[src/rtl/fire_sequencer_pkg.sv]
// fire_sequencer_pkg: FSM states, counter width and per-fire expected beat counts.
package fire_sequencer_pkg;
  localparam int BEAT_W = 16;
  typedef enum logic [2:0] {S_IDLE, S_LOAD, S_SQUEEZE, S_WAIT_EXP, S_FIN} state_t;
  localparam logic [7:0][BEAT_W-1:0] EXP_BEATS = {
    16'd1352, 16'd1352, 16'd1014, 16'd1014,
    16'd2916, 16'd2916, 16'd6050, 16'd6050
  };
endpackage

[src/rtl/fire_beat_lut.sv]
// fire_beat_lut: expected squeeze output beats (inputsize^2*filtersize/8) for a fire config.
module fire_beat_lut
  import fire_sequencer_pkg::*;
(
  input  logic [2:0]        i_firesel,
  output logic [BEAT_W-1:0] o_beats
);
  assign o_beats = EXP_BEATS[i_firesel];
endmodule

[src/rtl/fire_sequencer.sv]
// fire_sequencer: steps fire configs first..last, gating squeeze beats and expand handoff.
module fire_sequencer
  import fire_sequencer_pkg::*;
(
  input  logic              clk,
  input  logic              rst,
  input  logic              start,
  input  logic [2:0]        first_fire,
  input  logic [2:0]        last_fire,
  input  logic              sq_outvalid,
  input  logic              exp_done,
  output logic [2:0]        firesel,
  output logic              sq_data_valid,
  output logic              pingpong_sel,
  output logic              busy,
  output logic              done,
  output logic [BEAT_W-1:0] beat_cnt,
  output logic              err_overrun
);
  state_t            r_state, w_state_nx;
  logic [2:0]        r_firesel, r_last;
  logic              r_pp, r_err;
  logic [BEAT_W-1:0] r_beat, w_exp;
  logic              w_last_beat;
  fire_beat_lut u_lut (
    .i_firesel (r_firesel),
    .o_beats   (w_exp)
  );
  assign w_last_beat = sq_outvalid && (r_beat == w_exp - 16'd1);
  always_comb begin
    w_state_nx    = r_state;
    sq_data_valid = r_state == S_SQUEEZE;
    busy          = r_state inside {S_LOAD, S_SQUEEZE, S_WAIT_EXP};
    done          = r_state == S_FIN;
    case (r_state)
      S_IDLE:     w_state_nx = start ? S_LOAD : S_IDLE;
      S_LOAD:     w_state_nx = S_SQUEEZE;
      S_SQUEEZE:  w_state_nx = w_last_beat ? S_WAIT_EXP : S_SQUEEZE;
      S_WAIT_EXP: w_state_nx = !exp_done ? S_WAIT_EXP : (r_firesel == r_last ? S_FIN : S_LOAD);
      default:    w_state_nx = S_IDLE;
    endcase
  end
  always_ff @(posedge clk) begin
    if (rst) begin
      r_state   <= S_IDLE;
      r_firesel <= '0;
      r_last    <= '0;
      r_pp      <= 1'b0;
      r_beat    <= '0;
      r_err     <= 1'b0;
    end else begin
      r_state <= w_state_nx;
      if (r_state == S_IDLE && start) begin
        r_firesel <= first_fire;
        r_last    <= last_fire;
        r_pp      <= 1'b0;
      end
      // 3-bit increment wraps 7->0 so a last_fire below first_fire still terminates
      if (r_state == S_WAIT_EXP && exp_done && r_firesel != r_last) begin
        r_firesel <= r_firesel + 3'd1;
        r_pp      <= ~r_pp;
      end
      if (r_state == S_LOAD) r_beat <= '0;
      else if (r_state == S_SQUEEZE && sq_outvalid) r_beat <= r_beat + 16'd1;
      if (sq_outvalid && r_state != S_SQUEEZE) r_err <= 1'b1;
    end
  end
  assign firesel      = r_firesel;
  assign pingpong_sel = r_pp;
  assign beat_cnt     = r_beat;
  assign err_overrun  = r_err;
endmodule
[config.mk]
export PLATFORM = sky130hd
export DESIGN_NAME = fire_sequencer
export DESIGN_NICKNAME = d
export VERILOG_FILES = /design/src/rtl/fire_sequencer_pkg.sv /design/src/rtl/fire_beat_lut.sv /design/src/rtl/fire_sequencer.sv
export SDC_FILE = /design/constraint.sdc
export NUM_CORES = 1
export LEC_CHECK = 0
export CORE_MARGIN = 10
export CORE_UTILIZATION = 45
export DETAILED_ROUTE_END_ITERATION = 10
export PLACE_DENSITY = 0.78
export SKIP_CTS_REPAIR_TIMING = 1
export SLEW_MARGIN = 5
export SYNTH_ARGS = -nofsm -noshare
export SYNTH_HDL_FRONTEND = slang
export SYNTH_SLANG_ARGS = --single-unit
export TNS_END_PERCENT = 1
[constraint.sdc]
create_clock -name clk -period 1.63 [get_ports clk]
set_input_delay 0.326 -clock clk [delete_from_list [all_inputs] [get_ports clk]]
set_output_delay 0.326 -clock clk [all_outputs]
set_load 0.02 [all_outputs]
==> results.toml, run 1 <==
[drt]
routed_wl_um = 4520
dr.first_iter.drc_count = 38
avgViaCountPerCell = 5.13
drtPass1Iterations = 4
vias = 1668
drtAntennaViolNets = 0
post_drt_wl_per_cell_um = 13.9
drc = 0

[floorplan]
rows = 23
die_w_um = 84.4
io_pins = 35
core_um2 = 4000
die_h_um = 84.4
fp.dieArea_um2 = 7130
initial_core_util = 0.467

[layout]
num_antenna_cells = 0
seq_area_um2 = 738
fillers = 306
final_cell_mix = "38 x buf_4, 26 x dfxtp_1, 25 x nor2_1, 20 x dlymetal6s2s_1, 17 x xnor2_1"
nets = 288
final_core_util = 0.693
drive_gt1_frac = 0.305
area.growth.synth_to_final_pct = 48.4
multi_input_area_um2 = 1130
mostFrequentLayoutCell = "buf_4"

[worst_hold_path]
min_to = "err_overrun"
min_from = "sq_outvalid"
holdCritPathClass = "in -> reg"
hold_depth = 3

[cts]
cts_tree = "done"
cts-root-buf = "clkbuf_8"
numClockSinks = 36
clock_path_buffers = 2
clock_latency_ns = 0.29
h-tree-depth = 2
clkTransAtPathRegs_ns = 0.07
cts_buffers = 5

[pwr]
p_per_area_nw_per_um2 = 759
peakVddDrop_v = 0.000539
cellLeakagePower_nw = 1.42

[setup_path]
r2r_slack_ns = -0.11
timing.rr.start = "u_lut.o_beats[2]"
reg2regPathDepth = 8
r2r-end = "r_state[0]"
arrival_ns = 1.97
path_max_fanout = 7
cp-start-kind = "flop"
crit_type = "reg -> reg"
cp-end-kind = "flop"
cp_data_required_time_ns = 1.86

[global_routing]
grt_usage = 0.130
grt_pass1_wl_um = 7750
grt_max_degree = 17
grt.overflow.total = 0
antenna_found_initial = 0
grt_pass1_vias = 1716

[synthesis]
synthCells = 199
yosys.area_share.simple = 0.256
synth_cell_types = 53
yosys_register_bits = 36
yosysWarningCount = 0
syn_area_um2 = 1870
synth_fa_ha_area_frac = 0.0201
synth_mux_area_frac = 0.0288
synth_compound_area_frac = 0.115
synth_top_family_by_area = "simple AND/OR/NAND/NOR gates"
seq_area_frac_synth = 0.386
syn_area_per_cell_um2 = 9.38
syn_nets = 213
synth-xor-area-share = 0.153

[timing]
fin_hold_ws_ns = 0.433
relSlewSlack = 0.738
finalSetupViolCount = 5
worst_slack_ns = -0.109
fmax_ghz = 0.575
worst_pin_slew_ns = 0.391
skew_ns = 0.00379
slew_violations = 0
period_share = 1.07
fin_crit_ns = 1.74
hold_viol = 0
rsz0062_at_grt = "yes"

[place]
dp_hpwl_um = 3470
port_buffers = 34
gp_congestion = 0.797

[status]
status = "finished with violations"
violations = "negative setup slack"

[job]
maxCapViolations = 0
==> layer usage <==
layer	share of wire	track usage	wire, um	up-vias
met5	0	0	0	-
li1	-	-	-	848
met3	0.064	0.0541	287	6
met2	0.51	0.229	2320	31
met4	0.010	0.0434	45	0
met1	0.41	0.137	1860	783
==> state kept, by name, indices dropped and copies added (netlist names) <==
signal / cells
beat_cnt: 16
u_lut.o_beats: 9
firesel: 3
r_last: 3
r_state: 3
err_overrun: 1
pingpong_sel: 1
==> power by group <==
part	internal [mW]	switching (mW)	leakage, nW
combinational	0.197	0.174	1.07
clock	0.454	0.321	0.0552
sequential	0.920	0.0360	0.297
==> cell type report <==
class	instances	area share
clock buffer	6	0.0262
clock inverter	2	0.0126
inverter	10	0.0136
multi-input combinational	147	0.408
sequential	36	0.266
tap	50	0.0226
timing repair buffer	74	0.250
==> synthesized netlist by cell type (all sizes together) <==
| cell type | n | area share |
|---|---|---|
| a21boi | 1 | 0.0040 |
| o31ai | 2 | 0.0080 |
| mux2i | 5 | 0.029 |
| a2111oi | 2 | 0.013 |
| and4bb | 1 | 0.0067 |
| inv | 10 | 0.020 |
| nand4 | 3 | 0.018 |
| clkbuf | 1 | 0.0020 |
| o31a | 2 | 0.010 |
| o311a | 1 | 0.0054 |
| nor4 | 4 | 0.017 |
| nor4b | 1 | 0.013 |
| a21oi | 3 | 0.0080 |
| nand2b | 2 | 0.0067 |
| nor2 | 27 | 0.056 |
| and4 | 2 | 0.0094 |
| nand3 | 6 | 0.016 |
| o21ai | 4 | 0.011 |
| and3 | 4 | 0.013 |
| and3b | 1 | 0.0047 |
| or2 | 1 | 0.0034 |
| and2 | 2 | 0.0067 |
| or3 | 1 | 0.0034 |
| or4 | 1 | 0.0040 |
| dfxtp | 36 | 0.39 |
| xnor3 | 1 | 0.012 |
| nand2 | 9 | 0.019 |
| o21a | 3 | 0.012 |
| nor3b | 3 | 0.012 |
| o211ai | 1 | 0.0040 |
| nor2b | 2 | 0.0067 |
| and4b | 1 | 0.0054 |
| a31oi | 1 | 0.0034 |
| a31o | 1 | 0.0047 |
| xnor2 | 17 | 0.080 |
| o311ai | 3 | 0.027 |
| xor2 | 13 | 0.061 |
| nor3 | 12 | 0.035 |
| buf | 5 | 0.019 |
| a211oi | 1 | 0.0040 |
| ha | 3 | 0.020 |
==> worst max path at each step <==
| stage | start | end | slack (ns) |
|---|---|---|---|
| 2_1_floorplan | firesel[1] | u_lut.o_beats[2] | -0.02 |
| 3_3_place_gp | sq_outvalid | r_state[0] | -0.32 |
| 6_report | u_lut.o_beats[2] | r_state[0] | -0.11 |
| 3_5_place_dp | exp_done | u_lut.o_beats[9] | -0.36 |
| 5_1_grt | u_lut.o_beats[2] | r_state[0] | -0.23 |
| 4_1_cts | r_state[1] | sq_data_valid | -0.38 |
==> cells by family (layout without fill, tap and decap cells) <==
logic type | after synthesis | after routing
simple gates | 83 | 83
flops | 36 | 36
xor+xnor | 31 | 31
compound gates | 25 | 25
buf+inv | 16 | 92
mux | 5 | 5
fa+ha+maj | 3 | 3
==> through the flow <==
step / total power [mW] / instance area [um^2] / setup slack, ns / std cells / setup TNS [ns]
global placement: 1.34 / 2580 / -0.325 / 317 / -6.23
floorplan: 1.18 / 1910 / -0.0224 / 199 / -0.0617
global route: 2.20 / 2770 / -0.233 / 325 / -1.15
detailed placement: 1.35 / 2580 / -0.356 / 317 / -7.30
CTS: 2.13 / 2680 / -0.376 / 325 / -2.73
finish: 2.10 / 2770 / -0.109 / 325 / -0.236
==> critical path, cell delays in order, from the launching register on <==
cell	delay, ns
dfxtp_4	0.36
inv_2	0.04
ha_4	0.17
buf_4	0.13
xnor3_1	0.17
and3_1	0.15
nand3_1	0.08
a2111oi_2	0.40
o31a_1	0.16
(Power assumes the default switching activity.)
==> inputs of run 2 (changes only) <==
--- a/config.mk
+++ b/config.mk
@@ -5,6 +5,7 @@
 export SDC_FILE = /design/constraint.sdc
 export NUM_CORES = 1
 export LEC_CHECK = 0
+export CORE_ASPECT_RATIO = 1.2
 export CORE_MARGIN = 10
 export CORE_UTILIZATION = 45
 export DETAILED_ROUTE_END_ITERATION = 10
==> run 2 against run 1 <==
Net effect: the run still ends with negative setup slack left; via count is 1.6% lower; worst hold slack better by 0.040 ns; first-iteration DRC count is 2.6% lower; sequential power hardly changed; sequential share of layout area is 0.65 points higher; clock power is 15% lower; sequential cell count stayed put; critical path type unchanged; fmax is 2.4% lower; highest routed layer unchanged.
==> results.toml, run 2 (synthesis gave the netlist of run 1 again) <==
[timing]
rsz0062_at_grt = "yes"
relSlewSlack = 0.752
fmax_ghz = 0.561
period_share = 1.09
skew_ns = 0.00636
fin_crit_ns = 1.78
hold_viol = 0
slew_violations = 0
timing.setup.tns_ns = -0.419
fin_hold_ws_ns = 0.473
worst_pin_slew_ns = 0.371
finalSetupViolCount = 6
worst_slack_ns = -0.152

[layout]
multi_input_area_um2 = 1120
largest_reg_flops = 16
area.growth.synth_to_final_pct = 44.8
num_antenna_cells = 0
seq_area_um2 = 738
fillers = 314
drive_gt1_frac = 0.275
nets = 282
stdcell_count = 323
final_cell_mix = "34 x buf_4, 26 x dfxtp_1, 25 x nor2_1, 21 x dlymetal6s2s_1, 17 x xnor2_1"
fin_area_um2 = 2700
final_core_util = 0.681
mostFrequentLayoutCell = "buf_4"

[cts]
cts-root-buf = "clkbuf_8"
clock_latency_ns = 0.29
h-tree-depth = 2
clkTransAtPathRegs_ns = 0.07
cts_buffers = 5
clock_path_buffers = 2
numClockSinks = 36
cts_tree = "done"

[pwr]
fin_total_pwr_mw = 1.97
cellLeakagePower_nw = 1.41
peakVddDrop_v = 0.000787
pwr-share-seq = 0.485
p_per_area_nw_per_um2 = 730
cell_internal_pwr_mw = 1.44
comb_power_share = 0.183
p_clk_frac = 0.331
swShare = 0.269
power_switching_mw = 0.532

[setup_path]
cp_data_required_time_ns = 1.87
arrival_ns = 2.02
path_max_fanout = 4
cp-start-kind = "flop"
cp-end-kind = "flop"
crit_path_top_delay_cell = "a2111oi_2"
critical_path.cell_chain = "nor4_4 -> and3b_1 -> o211ai_1 -> a2111oi_2 -> o31a_1"
slowest_delay_ns = 0.44
crit_type = "reg -> reg"

[floorplan]
rows = 25
initial_core_util = 0.470
die_h_um = 90.6
fp.dieArea_um2 = 7140
die_w_um = 78.8
io_pins = 35
core_um2 = 3970

[global_routing]
grt_max_degree = 17
grt.overflow.total = 0
grt_pass1_wl_um = 7480
antenna_found_initial = 0
grt_usage = 0.128
grt_pass1_vias = 1615

[status]
violations = "negative setup slack"
status = "finished with violations"

[drt]
drtAntennaViolNets = 0
routed_wl_um = 4590
drc = 0
avgViaCountPerCell = 5.08
vias = 1642
dr.first_iter.drc_count = 37
drtPass1Iterations = 4
post_drt_wl_per_cell_um = 14.2

[place]
dp_hpwl_um = 3430
port_buffers = 34
place_area_um2 = 2540
gp_congestion = 0.812
post-place-ws_ns = -0.334
numPlacedInstances = 315

[worst_hold_path]
holdCritPathClass = "reg -> reg"

[job]
maxCapViolations = 0
-- run 2: changes by cell type in the layout (fill, tap and decap cells not counted), sizes merged --
cell / delta
clkbuf: -1
dlymetal6s2s: +1
bufinv: -1
buf: -6
clkinv: +1
-- run 2: final cells by class --
type / instances / area share
clock buffers: 6 / 0.0305
clock inverters: 2 / 0.00370
inverters: 10 / 0.0139
multi-input cells: 147 / 0.414
flip-flops and latches: 36 / 0.273
well taps: 54 / 0.0250
repair buffers: 68 / 0.240
-- run 2: worst paths after layout --
kind	cells past startpoint	startpoint	to	slack, ns
setup / recovery	5	u_lut.o_beats[3]	r_state[0]	-0.15
hold / removal	1	err_overrun	err_overrun	0.47
setup reg to reg	5	u_lut.o_beats[3]	r_state[0]	-0.15
hold reg to reg	1	err_overrun	err_overrun	0.47
-- run 2: power by group through the flow --
stage / Combinational (mW) / Clock [mW] / Sequential [mW]
final: 0.362 / 0.655 / 0.959
after global routing: 0.396 / 0.706 / 0.963
after CTS: 0.364 / 0.667 / 0.953
after detailed placement: 0.362 / 0 / 0.973
after global placement: 0.354 / 0 / 0.972
after floorplan: 0.199 / 0 / 0.986
-- run 2: worst max-delay path, delay by kind of cell (launching register included) --
family / cells / cell delay [ns]
and+or+nand+nor: 2 / 0.62
DFF: 1 / 0.35
AOI/OAI and AO/OA: 3 / 0.76
-- run 2: layer usage --
layer | vias up | share of wire | global-route usage
li1 | 838 | - | -
met2 | 33 | 0.53 | 0.224
met4 | 0 | 0.021 | 0.0659
met5 | - | 0 | 0
met1 | 761 | 0.40 | 0.134
met3 | 10 | 0.050 | 0.0378
==> inputs of run 3 (changes only) <==
--- a/config.mk
+++ b/config.mk
@@ -9,7 +9,8 @@
 export CORE_MARGIN = 10
 export CORE_UTILIZATION = 45
 export DETAILED_ROUTE_END_ITERATION = 10
-export PLACE_DENSITY = 0.78
+export GPL_TIMING_DRIVEN = 0
+export PLACE_DENSITY = 0.79
 export SKIP_CTS_REPAIR_TIMING = 1
 export SLEW_MARGIN = 5
 export SYNTH_ARGS = -nofsm -noshare
==> run 3 against run 2 <==
Net effect: the run still ends with negative setup slack left; fmax down 2.2%; cell area down 6.3%; power about the same; first-iteration DRC count up 89%; combinational power down 18%; clock power up 8.2%; sequential share of layout area up 1.8 points; final cell count down 9.0%; sequential power up 0.8%; die area unchanged; worst hold slack worse by 0.065 ns; utilization down 4.3 points; highest routed layer unchanged.
==> results.toml, run 3 (synthesis gave the netlist of run 1 again) <==
[pwr]
power_switching_mw = 0.522
fin_total_pwr_mw = 1.97
p_clk_frac = 0.359
cell_internal_pwr_mw = 1.45
comb_power_share = 0.151
peakVddDrop_v = 0.000582
cellLeakagePower_nw = 1.25
pwr-share-seq = 0.490
swShare = 0.265
p_per_area_nw_per_um2 = 779

[cts]
h-tree-depth = 2
cts_tree = "done"
clock_latency_ns = 0.29
clkTransAtPathRegs_ns = 0.07
cts_buffers = 5
numClockSinks = 36
clock_path_buffers = 2
cts-root-buf = "clkbuf_8"

[timing]
worst_slack_ns = -0.192
fin_hold_ws_ns = 0.408
timing.setup.tns_ns = -0.631
skew_ns = 0.00455
rsz0062_at_grt = "yes"
worst_pin_slew_ns = 0.535
slew_violations = 0
relSlewSlack = 0.641
period_share = 1.12
hold_viol = 0
finalSetupViolCount = 9
fin_crit_ns = 1.82
fmax_ghz = 0.549

[floorplan]
io_pins = 35
rows = 25
core_um2 = 3970
fp.dieArea_um2 = 7140
die_w_um = 78.8
die_h_um = 90.6
initial_core_util = 0.470

[setup_path]
cp-start-kind = "flop"
arrival_ns = 2.06
path_max_fanout = 10
cp-end-kind = "flop"
slowest_delay_ns = 0.36
cp_data_required_time_ns = 1.87
crit_type = "reg -> reg"
crit_path_top_delay_cell = "a2111oi_4"
critical_path.cell_chain = "buf_2 -> and4bb_2 -> buf_6 -> and3_1 -> nand3_1 -> a2111oi_4 -> o31a_1"

[drt]
drtPass1Iterations = 4
vias = 1547
post_drt_wl_per_cell_um = 14.1
drtAntennaViolNets = 0
dr.first_iter.drc_count = 70
drc = 0
routed_wl_um = 4150
avgViaCountPerCell = 5.26

[place]
port_buffers = 33
dp_hpwl_um = 3050
numPlacedInstances = 286
gp_congestion = 0.804

[global_routing]
busiest_layer = "met2"
grt.overflow.total = 0
grtUsageMet3 = 0.0518
grt_max_degree = 12
grt_pass1_vias = 1534
antenna_found_initial = 0
grt_use_met2 = 0.199
grt_pass1_wl_um = 6950
grt_usage = 0.119
grtUsageMet1 = 0.118

[job]
maxCapViolations = 0

[layout]
fillers = 335
stdcell_count = 294
largest_reg_flops = 16
nets = 253
area.growth.synth_to_final_pct = 35.7
drive_gt1_frac = 0.208
mostFrequentLayoutCell = "dfxtp_1"
num_antenna_cells = 0
final_cell_mix = "27 x dfxtp_1, 26 x nor2_1, 20 x dlymetal6s2s_1, 17 x xnor2_1"

[status]
status = "finished with violations"
violations = "negative setup slack"

[worst_hold_path]
holdCritPathClass = "in -> reg"
## run 3: changes by cell type in the layout (fill, tap and decap cells not counted), moves of 2 or more
cell      previous run  this run
nor3_2               1         5
nor3_1              11         7
buf_2                0         2
clkinv_2             2         0
buf_6                0         2
buf_4               34         1
clkbuf_1             0         2
o31ai_2              0         2
o31ai_1              2         0
## run 3: final timing paths
| kind | start | end | slack, ns | depth (start not counted) |
|---|---|---|---|---|
| max | r_state[2] | r_state[0] | -0.19 | 7 |
| min | rst | r_last[0] | 0.41 | 2 |
| max reg2reg | r_state[2] | r_state[0] | -0.19 | 7 |
| min reg2reg | err_overrun | err_overrun | 0.48 | 1 |
## run 3: through the flow
stage	area [um^2]	utilization	setup WS, ns
final	2530	0.638	-0.192
after global routing	2530	0.638	-0.251
after CTS	2410	0.607	-0.463
after detailed placement	2310	0.582	-0.470
after global placement	2310	0.582	-0.448
after floorplan	1910	-	-0.0224
## run 3: layout make-up
cell class	count	area, um^2	area share
inverter	10	37.5	0.0148
clock buffer	8	100	0.0395
sequential	36	737	0.291
buffer	6	43.8	0.0173
timing repair buffer	33	375	0.148
tap	54	67.6	0.0267
multi-input combinational	147	1170	0.463
## run 3: routing by layer
metal | vias to the layer above | part of all wire
li1 | 778 | -
met1 | 735 | 0.41
met2 | 28 | 0.51
met3 | 6 | 0.056
met4 | 0 | 0.022
met5 | - | 0
## run 3: worst max-delay path: cells and delay by family, from the launching register on
kind                   cells  cell delay, ns
and+or+nand+nor            3            0.63
DFF                        1            0.29
AOI/OAI and AO/OA          2            0.54
buffers and inverters      2            0.31
## run 3: power groups by stage
stage,Sequential (mW),Combinational (mW),Clock (mW)
2_1_floorplan,0.986,0.199,0
3_3_place_gp,0.983,0.289,0
3_5_place_dp,0.984,0.294,0
4_1_cts,0.964,0.296,0.724
5_1_grt,0.973,0.327,0.755
6_report,0.967,0.297,0.709
